### src/rtl/multicycle_ctrl_pkg.sv
// multicycle_ctrl_pkg: instruction, ALU, state and mux-select encodings shared by the multicycle control slice
package multicycle_ctrl_pkg;
  localparam logic [5:0] OP_RTYPE = 6'h00, OP_REGIMM = 6'h01, OP_J = 6'h02, OP_JAL = 6'h03;
  localparam logic [5:0] OP_BEQ = 6'h04, OP_BNE = 6'h05, OP_ADDI = 6'h08, OP_ADDIU = 6'h09;
  localparam logic [5:0] OP_SLTI = 6'h0a, OP_SLTIU = 6'h0b, OP_ANDI = 6'h0c, OP_ORI = 6'h0d;
  localparam logic [5:0] OP_XORI = 6'h0e, OP_LUI = 6'h0f, OP_LB = 6'h20, OP_LW = 6'h23, OP_SW = 6'h2b;
  localparam logic [5:0] FN_SLL = 6'h00, FN_SRL = 6'h02, FN_SRA = 6'h03, FN_SLLV = 6'h04;
  localparam logic [5:0] FN_JR = 6'h08, FN_SYSCALL = 6'h0c, FN_ADD = 6'h20, FN_ADDU = 6'h21;
  localparam logic [5:0] FN_SUB = 6'h22, FN_SUBU = 6'h23, FN_AND = 6'h24, FN_OR = 6'h25;
  localparam logic [5:0] FN_XOR = 6'h26, FN_NOR = 6'h27, FN_SLT = 6'h2a, FN_SLTU = 6'h2b;
  localparam logic [1:0] PC_PLUS4 = 2'd0, PC_BRANCH = 2'd1, PC_JUMP = 2'd2, PC_RS = 2'd3;
  localparam logic [1:0] DST_RT = 2'd0, DST_RD = 2'd1, DST_RA = 2'd2;
  typedef enum logic [3:0] {
    ALU_ADD, ALU_SUB, ALU_AND, ALU_OR, ALU_XOR, ALU_NOR,
    ALU_SLT, ALU_SLTU, ALU_SLL, ALU_SRL, ALU_SRA, ALU_LUI
  } alu_op_e;
  typedef enum logic [2:0] {S_FETCH, S_DECODE, S_EXEC, S_MEM, S_WB, S_HALT} state_e;
  typedef enum logic [3:0] {
    C_ALU_R, C_ALU_I, C_LOAD, C_STORE, C_BEQ, C_BNE, C_BLTZ,
    C_J, C_JAL, C_JR, C_SYSCALL, C_ILLEGAL
  } iclass_e;
endpackage

### src/rtl/multicycle_ctrl_decode.sv
// mc_decode: combinational instruction classifier and single-cycle ALU control decode
module mc_decode
  import multicycle_ctrl_pkg::*;
#(
  parameter int ALUOP_W = 4
) (
  input  logic [5:0]         opcode,
  input  logic [5:0]         funct,
  output iclass_e            iclass,
  output logic [ALUOP_W-1:0] alu_ctrl,
  output logic               alu_src,
  output logic               signed_ext,
  output logic               sllv,
  output logic               lb,
  output logic               illegal
);
  alu_op_e op;
  always_comb begin
    iclass = C_ILLEGAL;
    op = ALU_ADD;
    alu_src = 1'b0;
    signed_ext = 1'b0;
    sllv = 1'b0;
    lb = 1'b0;
    case (opcode)
      OP_RTYPE: begin
        iclass = C_ALU_R;
        case (funct)
          FN_SLL: op = ALU_SLL;
          FN_SRL: op = ALU_SRL;
          FN_SRA: op = ALU_SRA;
          FN_SLLV: begin
            op = ALU_SLL;
            sllv = 1'b1;
          end
          FN_JR: iclass = C_JR;
          FN_SYSCALL: iclass = C_SYSCALL;
          FN_ADD, FN_ADDU: op = ALU_ADD;
          FN_SUB, FN_SUBU: op = ALU_SUB;
          FN_AND: op = ALU_AND;
          FN_OR: op = ALU_OR;
          FN_XOR: op = ALU_XOR;
          FN_NOR: op = ALU_NOR;
          FN_SLT: op = ALU_SLT;
          FN_SLTU: op = ALU_SLTU;
          default: iclass = C_ILLEGAL;
        endcase
      end
      OP_REGIMM, OP_BEQ, OP_BNE: begin
        iclass = opcode == OP_BEQ ? C_BEQ : opcode == OP_BNE ? C_BNE : C_BLTZ;
        op = ALU_SUB;
        signed_ext = 1'b1;
      end
      OP_J: iclass = C_J;
      OP_JAL: iclass = C_JAL;
      OP_ADDI, OP_ADDIU, OP_SLTI, OP_SLTIU: begin
        iclass = C_ALU_I;
        op = opcode == OP_SLTI ? ALU_SLT : opcode == OP_SLTIU ? ALU_SLTU : ALU_ADD;
        alu_src = 1'b1;
        signed_ext = 1'b1;
      end
      OP_ANDI, OP_ORI, OP_XORI, OP_LUI: begin
        iclass = C_ALU_I;
        op = opcode == OP_ANDI ? ALU_AND : opcode == OP_ORI ? ALU_OR : opcode == OP_XORI ? ALU_XOR : ALU_LUI;
        alu_src = 1'b1;
      end
      OP_LW, OP_LB, OP_SW: begin
        iclass = opcode == OP_SW ? C_STORE : C_LOAD;
        alu_src = 1'b1;
        signed_ext = 1'b1;
        lb = opcode == OP_LB;
      end
      default: iclass = C_ILLEGAL;
    endcase
  end
  assign alu_ctrl = ALUOP_W'(op);
  assign illegal = iclass == C_ILLEGAL;
endmodule

### src/rtl/multicycle_ctrl.sv
// multicycle_ctrl: FETCH/DECODE/EXEC/MEM/WB control FSM with halt, cycle and retire counters
module multicycle_ctrl
  import multicycle_ctrl_pkg::*;
#(
  parameter int ALUOP_W = 4,
  parameter int CNT_W = 32,
  parameter int HALT_ON_SYSCALL = 1
) (
  input  logic               clk,
  input  logic               rst,
  input  logic [5:0]         opcode,
  input  logic [5:0]         funct,
  input  logic               zero,
  input  logic               neg,
  input  logic               imem_ready,
  input  logic               dmem_ready,
  output logic               imem_req,
  output logic               dmem_req,
  output logic               dmem_we,
  output logic               ir_we,
  output logic               pc_we,
  output logic [1:0]         pc_sel,
  output logic               reg_we,
  output logic [1:0]         reg_dst,
  output logic               mem2reg,
  output logic               lb,
  output logic               sllv,
  output logic               alu_src,
  output logic               signed_ext,
  output logic [ALUOP_W-1:0] alu_ctrl,
  output logic               halted,
  output logic               illegal,
  output logic [CNT_W-1:0]   cycle_cnt,
  output logic [CNT_W-1:0]   instr_cnt
);
  state_e state, next;
  iclass_e iclass;
  logic [ALUOP_W-1:0] dec_alu;
  logic dec_src, dec_sext, dec_sllv, dec_lb, dec_illegal, retire, taken;

  mc_decode #(.ALUOP_W(ALUOP_W)) u_decode (
    .opcode(opcode),
    .funct(funct),
    .iclass(iclass),
    .alu_ctrl(dec_alu),
    .alu_src(dec_src),
    .signed_ext(dec_sext),
    .sllv(dec_sllv),
    .lb(dec_lb),
    .illegal(dec_illegal)
  );

  assign taken = (iclass == C_BEQ && zero) || (iclass == C_BNE && !zero) || (iclass == C_BLTZ && neg);

  always_ff @(posedge clk) state <= rst ? S_FETCH : next;

  always_comb begin
    next = state;
    case (state)
      S_FETCH: next = imem_ready ? S_DECODE : S_FETCH;
      S_DECODE: next = iclass inside {C_J, C_JAL, C_ILLEGAL} ? S_FETCH :
                       iclass == C_SYSCALL ? (HALT_ON_SYSCALL != 0 ? S_HALT : S_FETCH) : S_EXEC;
      S_EXEC: next = iclass inside {C_LOAD, C_STORE} ? S_MEM :
                     iclass inside {C_ALU_R, C_ALU_I} ? S_WB : S_FETCH;
      S_MEM: next = !dmem_ready ? S_MEM : iclass == C_STORE ? S_FETCH : S_WB;
      S_WB: next = S_FETCH;
      S_HALT: next = S_HALT;
      default: next = S_FETCH;
    endcase
  end

  // Strobes are gated by rst so nothing fires in the reset cycle, whatever state we were in.
  always_comb begin
    imem_req = 1'b0;
    dmem_req = 1'b0;
    dmem_we = 1'b0;
    ir_we = 1'b0;
    pc_we = 1'b0;
    pc_sel = PC_PLUS4;
    reg_we = 1'b0;
    reg_dst = DST_RT;
    mem2reg = 1'b0;
    lb = 1'b0;
    sllv = 1'b0;
    alu_src = 1'b0;
    signed_ext = 1'b0;
    alu_ctrl = ALUOP_W'(ALU_ADD);
    halted = 1'b0;
    illegal = 1'b0;
    retire = 1'b0;
    if (!rst)
      case (state)
        S_FETCH: begin
          imem_req = 1'b1;
          ir_we = imem_ready;
          pc_we = imem_ready;
        end
        S_DECODE: begin
          pc_we = iclass inside {C_J, C_JAL};
          pc_sel = pc_we ? PC_JUMP : PC_PLUS4;
          reg_we = iclass == C_JAL;
          reg_dst = reg_we ? DST_RA : DST_RT;
          illegal = dec_illegal;
          retire = iclass inside {C_J, C_JAL, C_ILLEGAL, C_SYSCALL};
        end
        S_EXEC: begin
          alu_ctrl = dec_alu;
          alu_src = dec_src;
          signed_ext = dec_sext;
          sllv = dec_sllv;
          pc_we = taken || iclass == C_JR;
          pc_sel = iclass == C_JR ? PC_RS : taken ? PC_BRANCH : PC_PLUS4;
          retire = iclass inside {C_BEQ, C_BNE, C_BLTZ, C_JR};
        end
        S_MEM: begin
          dmem_req = 1'b1;
          dmem_we = iclass == C_STORE;
          retire = dmem_we && dmem_ready;
        end
        S_WB: begin
          reg_we = 1'b1;
          reg_dst = iclass == C_ALU_R ? DST_RD : DST_RT;
          mem2reg = iclass == C_LOAD;
          lb = dec_lb;
          retire = 1'b1;
        end
        S_HALT: halted = 1'b1;
        default: ;
      endcase
  end

  always_ff @(posedge clk)
    if (rst) begin
      cycle_cnt <= '0;
      instr_cnt <= '0;
    end else if (state != S_HALT) begin
      cycle_cnt <= cycle_cnt + CNT_W'(1);
      instr_cnt <= instr_cnt + CNT_W'(retire);
    end
endmodule

### config.mk
export PLATFORM = sky130hd
export DESIGN_NAME = multicycle_ctrl
export DESIGN_NICKNAME = d
export VERILOG_FILES = /design/src/rtl/multicycle_ctrl_pkg.sv /design/src/rtl/multicycle_ctrl_decode.sv /design/src/rtl/multicycle_ctrl.sv
export SDC_FILE = /design/constraint.sdc
export NUM_CORES = 1
export LEC_CHECK = 0
export ABC_AREA = 1
export BUFFER_PORTS_ARGS = -buffer_cell sky130_fd_sc_hd__buf_2
export CAP_MARGIN = 5
export CORE_MARGIN = 8
export CORE_UTILIZATION = 50
export DETAILED_ROUTE_END_ITERATION = 7
export PLACE_DENSITY_LB_ADDON = 0.1
export SYNTH_ARGS = -nofsm -noshare
export SYNTH_HDL_FRONTEND = slang
export SYNTH_SLANG_ARGS = --single-unit
export TNS_END_PERCENT = 100
### constraint.sdc
create_clock -name clk -period 3.1 [get_ports clk]
set_input_delay 0.155 -clock clk [delete_from_list [all_inputs] [get_ports clk]]
set_output_delay 0.155 -clock clk [all_outputs]
set_load 0.05 [all_outputs]
==> summary.md <==
| Metric | Value |
|---|---|
| Hold Path Class | `primary input to flip-flop` |
| Total die area | `12,400 um^2` |
| IO Port Bufs | `102` |
| GRT Overall Usage | `20.8%` |
| Top-Level Pins | `103` |
| Row Count | `34` |
| Period utilization | `92.2%` |
| Compound-Gate Fraction of Synth Area | `11.1%` |
| Synth area leaders | `dfxtp_1, nand2_1, inv_1` |
| Synth area leader | `dfxtp_1` |
| Vias in the first global route | `4,875` |
| Layout cells sized above 1 | `26.2%` |
| CP arrival | `3.08 ns` |
| Pint | `1.39 mW` |
| Clock Tree Root | `clkbuf_8` |
| Worst-case clock buffer depth | `2` |
| Fillcell total | `835` |
| DR iter-0 viols | `343` |
| Number of max-slew violations in the final report | `0` |
| Global route overflow | `0` |
| Cells along the critical path | `buf_2 -> nor2_1 -> nand3_1 -> nand2_1 -> nor2_1 -> nand3_1 -> nor2_1 -> nor2_4 -> nand2_2 -> o21bai_1 -> nor2_1 -> a21oi_2 -> ha_1 -> ha_1 -> nand3_1 -> nor4_4 -> nand3_1 -> or2_0 -> o21ai_0 -> a21oi_1` |
| Worst setup startpoint | `funct[2]` |
| Synth warn | `0` |
| Commonest non-fill, non-tap cell in the layout | `nand2_1` |
| CTS tree | `done` |
| Area grow syn2layout | `24.2%` |
| DR top layer | `met4` |
| Status | `completed` |
| Largest net degree at the start of global routing | `59` |
| Mapped Area | `4540 um^2` |
| Tmin final | `2.86 ns` |
| Crit-path slowest cell | `nor4_4` |
| Remaining antenna violation count | `0` |
| Via-to-Cell Ratio | `5.48` |
| Clock Sinks | `67` |
| Mean Syn Cell Area | `6.42 um^2` |
| Syn nets | `728` |
| Required time worst endpoint | `3.32 ns` |
| Clock share of power | `41.7%` |
| Fin area | `5640 um^2` |
| Post-route DRC violation count | `0` |
| Die width | `111 um` |
| Sw Share | `27.0%` |
| Post-synth top area share | `29.6%` |
| RePlAce Congestion | `0.944` |
| Post-Synth XOR/XNOR Area | `3.86%` |
| Hold WS | `0.162 ns` |
| DP Area | `5390 um^2` |
| Worst hold stages | `4` |
| Number of diodes | `0` |
| Post-CTS Setup Bufs | `0` |
| Worst r2r dst | `instr_cnt[28]` |
| Critical path capture point type | `flip-flop` |
| Biggest cell delay along the critical path | `0.32 ns` |
| Routed metal-1 wirelength | `6.06 mm` |
| Routed wire length | `13.5 mm` |
| Cell variety after synth | `46` |
| Hold Crit Start | `dmem_ready` |
| Hpwl dp | `10.4 mm` |
| Most frequent cells in the layout | `nand2_1, buf_2, inv_1` |
| Die height | `111 um` |
| Hold Fails Final Rpt | `0` |
| Mux cell area share after synthesis | `0%` |
| Worst flop-to-flop path startpoint | `state[2]` |
| Initial antenna violation count | `0` |
| First-pass GRT wire length | `22.4 mm` |
| Total power | `1.90 mW` |
| Sequential share of power | `46.0%` |
| Main combinational cell family by area after synthesis | `simple AND/OR/NAND/NOR gates` |
| Critical path class | `primary input to flip-flop` |
| TritonRoute pass-1 iters | `5` |
| Seq cells post-synth | `67` |
| Top FF cell, synth | `dfxtp_1` |
| CP top delay family | `simple AND/OR/NAND/NOR gates` |
| Worst setup margin | `0.241 ns` |
| CP Launch Type | `primary input` |
| Setup violators final | `0` |
| Rel. slew slack | `56.3%` |
| Sequential area share after synthesis | `29.6%` |
| Leak Pwr | `2.57 nW` |
| Psw | `0.514 mW` |
| Nets@finish | `863` |
| Core outline area | `8760 um^2` |
| Clk_skew | `0.0121 ns` |
| Hold EP | `state[1]` |
| Worst-Margin Slew | `0.655 ns` |
| Maximum vdd ir drop | `0.237 mV` |
| Post-Syn Instances | `707` |
| Crit Path Max Fanout | `4` |
| Via count | `5,224` |
| Reg2Reg Setup Slack | `0.28 ns` |
| CTS H-tree lvls | `3` |
| Initial core utilization | `51.8%` |
| Simple-Gate Fraction of Synth Area | `45.1%` |
| Crit path buf inv count | `1` |
| TNS Setup | `0 ns` |
| Number of synthesized flops with an enable pin | `0` |
| Max Cap Viol | `0` |
| Pre-CTS WS | `-0.0892 ns` |
| Reg2Reg Depth | `15` |
| Combinational power share | `12.3%` |
| Asr flop ratio synth | `0%` |
| Reg clk slew, reported paths | `0.07 ns` |
| Synth Area in Adders | `0.827%` |
| Routed wire per std cell | `14.2 um` |
| Power per Cell Area | `337 nW/um^2` |
| Routed wl met2 | `6.13 mm` |
| Met3 Wirelength | `1.05 mm` |
| Later-pin clock latency in the skew report | `0.35 ns` |
| Num CTS Buffers | `9` |
| Maximum clock frequency | `0.350 GHz` |
==> Yosys cell counts, drive strengths merged (3+ instances only) <==
cell type,instances
xor2,16
ha,3
nor4,10
a31oi,6
o21a,3
nand3,57
nor2,107
nor3b,4
inv,98
dfxtp,67
nor3,58
o21ai,27
clkbuf,11
buf,3
xnor2,4
nand4,19
nand2,155
a21oi,49
==> cell type report <==
cell class | instances | area (um^2) | area share, %
clock buffer | 10 | 128 | 2.26
clock inverter | 5 | 78.8 | 1.40
inverter | 99 | 374 | 6.64
multi-input combinational | 527 | 2800 | 49.7
sequential | 67 | 1340 | 23.8
tap | 108 | 135 | 2.40
timing repair buffer | 138 | 781 | 13.9
==> worst max-delay path by stage <==
stage                               end  slack, ns  depth (start not counted)
final                     instr_cnt[28]       0.24                         20
after global routing      instr_cnt[28]     -0.009                         21
after CTS                 instr_cnt[28]       0.23                         15
after detailed placement  instr_cnt[28]      -0.09                         20
after global placement    instr_cnt[28]       0.05                         20
after floorplan           instr_cnt[28]       0.27                         20
==> cell families (layout without fill, tap and decap cells) <==
logic type               Yosys count  after routing
AO/OA/AOI/OAI                     92             92
XOR/XNOR                          20             20
adder cells (fa/ha/maj)            3              3
buffers and inverters            113            252
flip-flops                        67             67
AND/OR/NAND/NOR                  412            412
==> state kept, by name, summed over array words and instances, names as in the netlist <==
register	cells
cycle_cnt	32
instr_cnt	32
state	3
==> layer usage <==
metal	global-route usage, %	vias to the layer above
met5	0	-
met4	7.91	0
met3	4.82	27
met2	33.3	225
met1	26.5	2375
li1	-	2597
==> stage by stage <==
stage / cells / utilization (%)
after detailed placement: 939 / 61.5
after CTS: 954 / 63.9
final: 954 / 64.3
after floorplan: 707 / -
after global placement: 939 / 61.5
after global routing: 954 / 64.3
==> timing repair <==
item | CTS | global route
setup endpoints to repair | 0 | 4
hold buffers | 0 | 0
gates resized for setup | 0 | 7
==> worst register-to-register path, delay by kind of cell (launching register included) <==
kind                     cells  cell delay, ns
adder cells (fa/ha/maj)      2            0.38
AND/OR/NAND/NOR              9            1.51
AO/OA/AOI/OAI                3            0.34
flip-flops                   1            0.38
buffers and inverters        1            0.08
==> power by group through the flow <==
stage | logic, mW | registers (mW) | clock network (mW)
6_report | 0.233 | 0.876 | 0.793
5_1_grt | 0.256 | 0.876 | 0.840
4_1_cts | 0.229 | 0.875 | 0.809
3_5_place_dp | 0.228 | 0.895 | 0
3_3_place_gp | 0.227 | 0.895 | 0
2_1_floorplan | 0.137 | 0.909 | 0
Power figures use the tool's default switching activity.
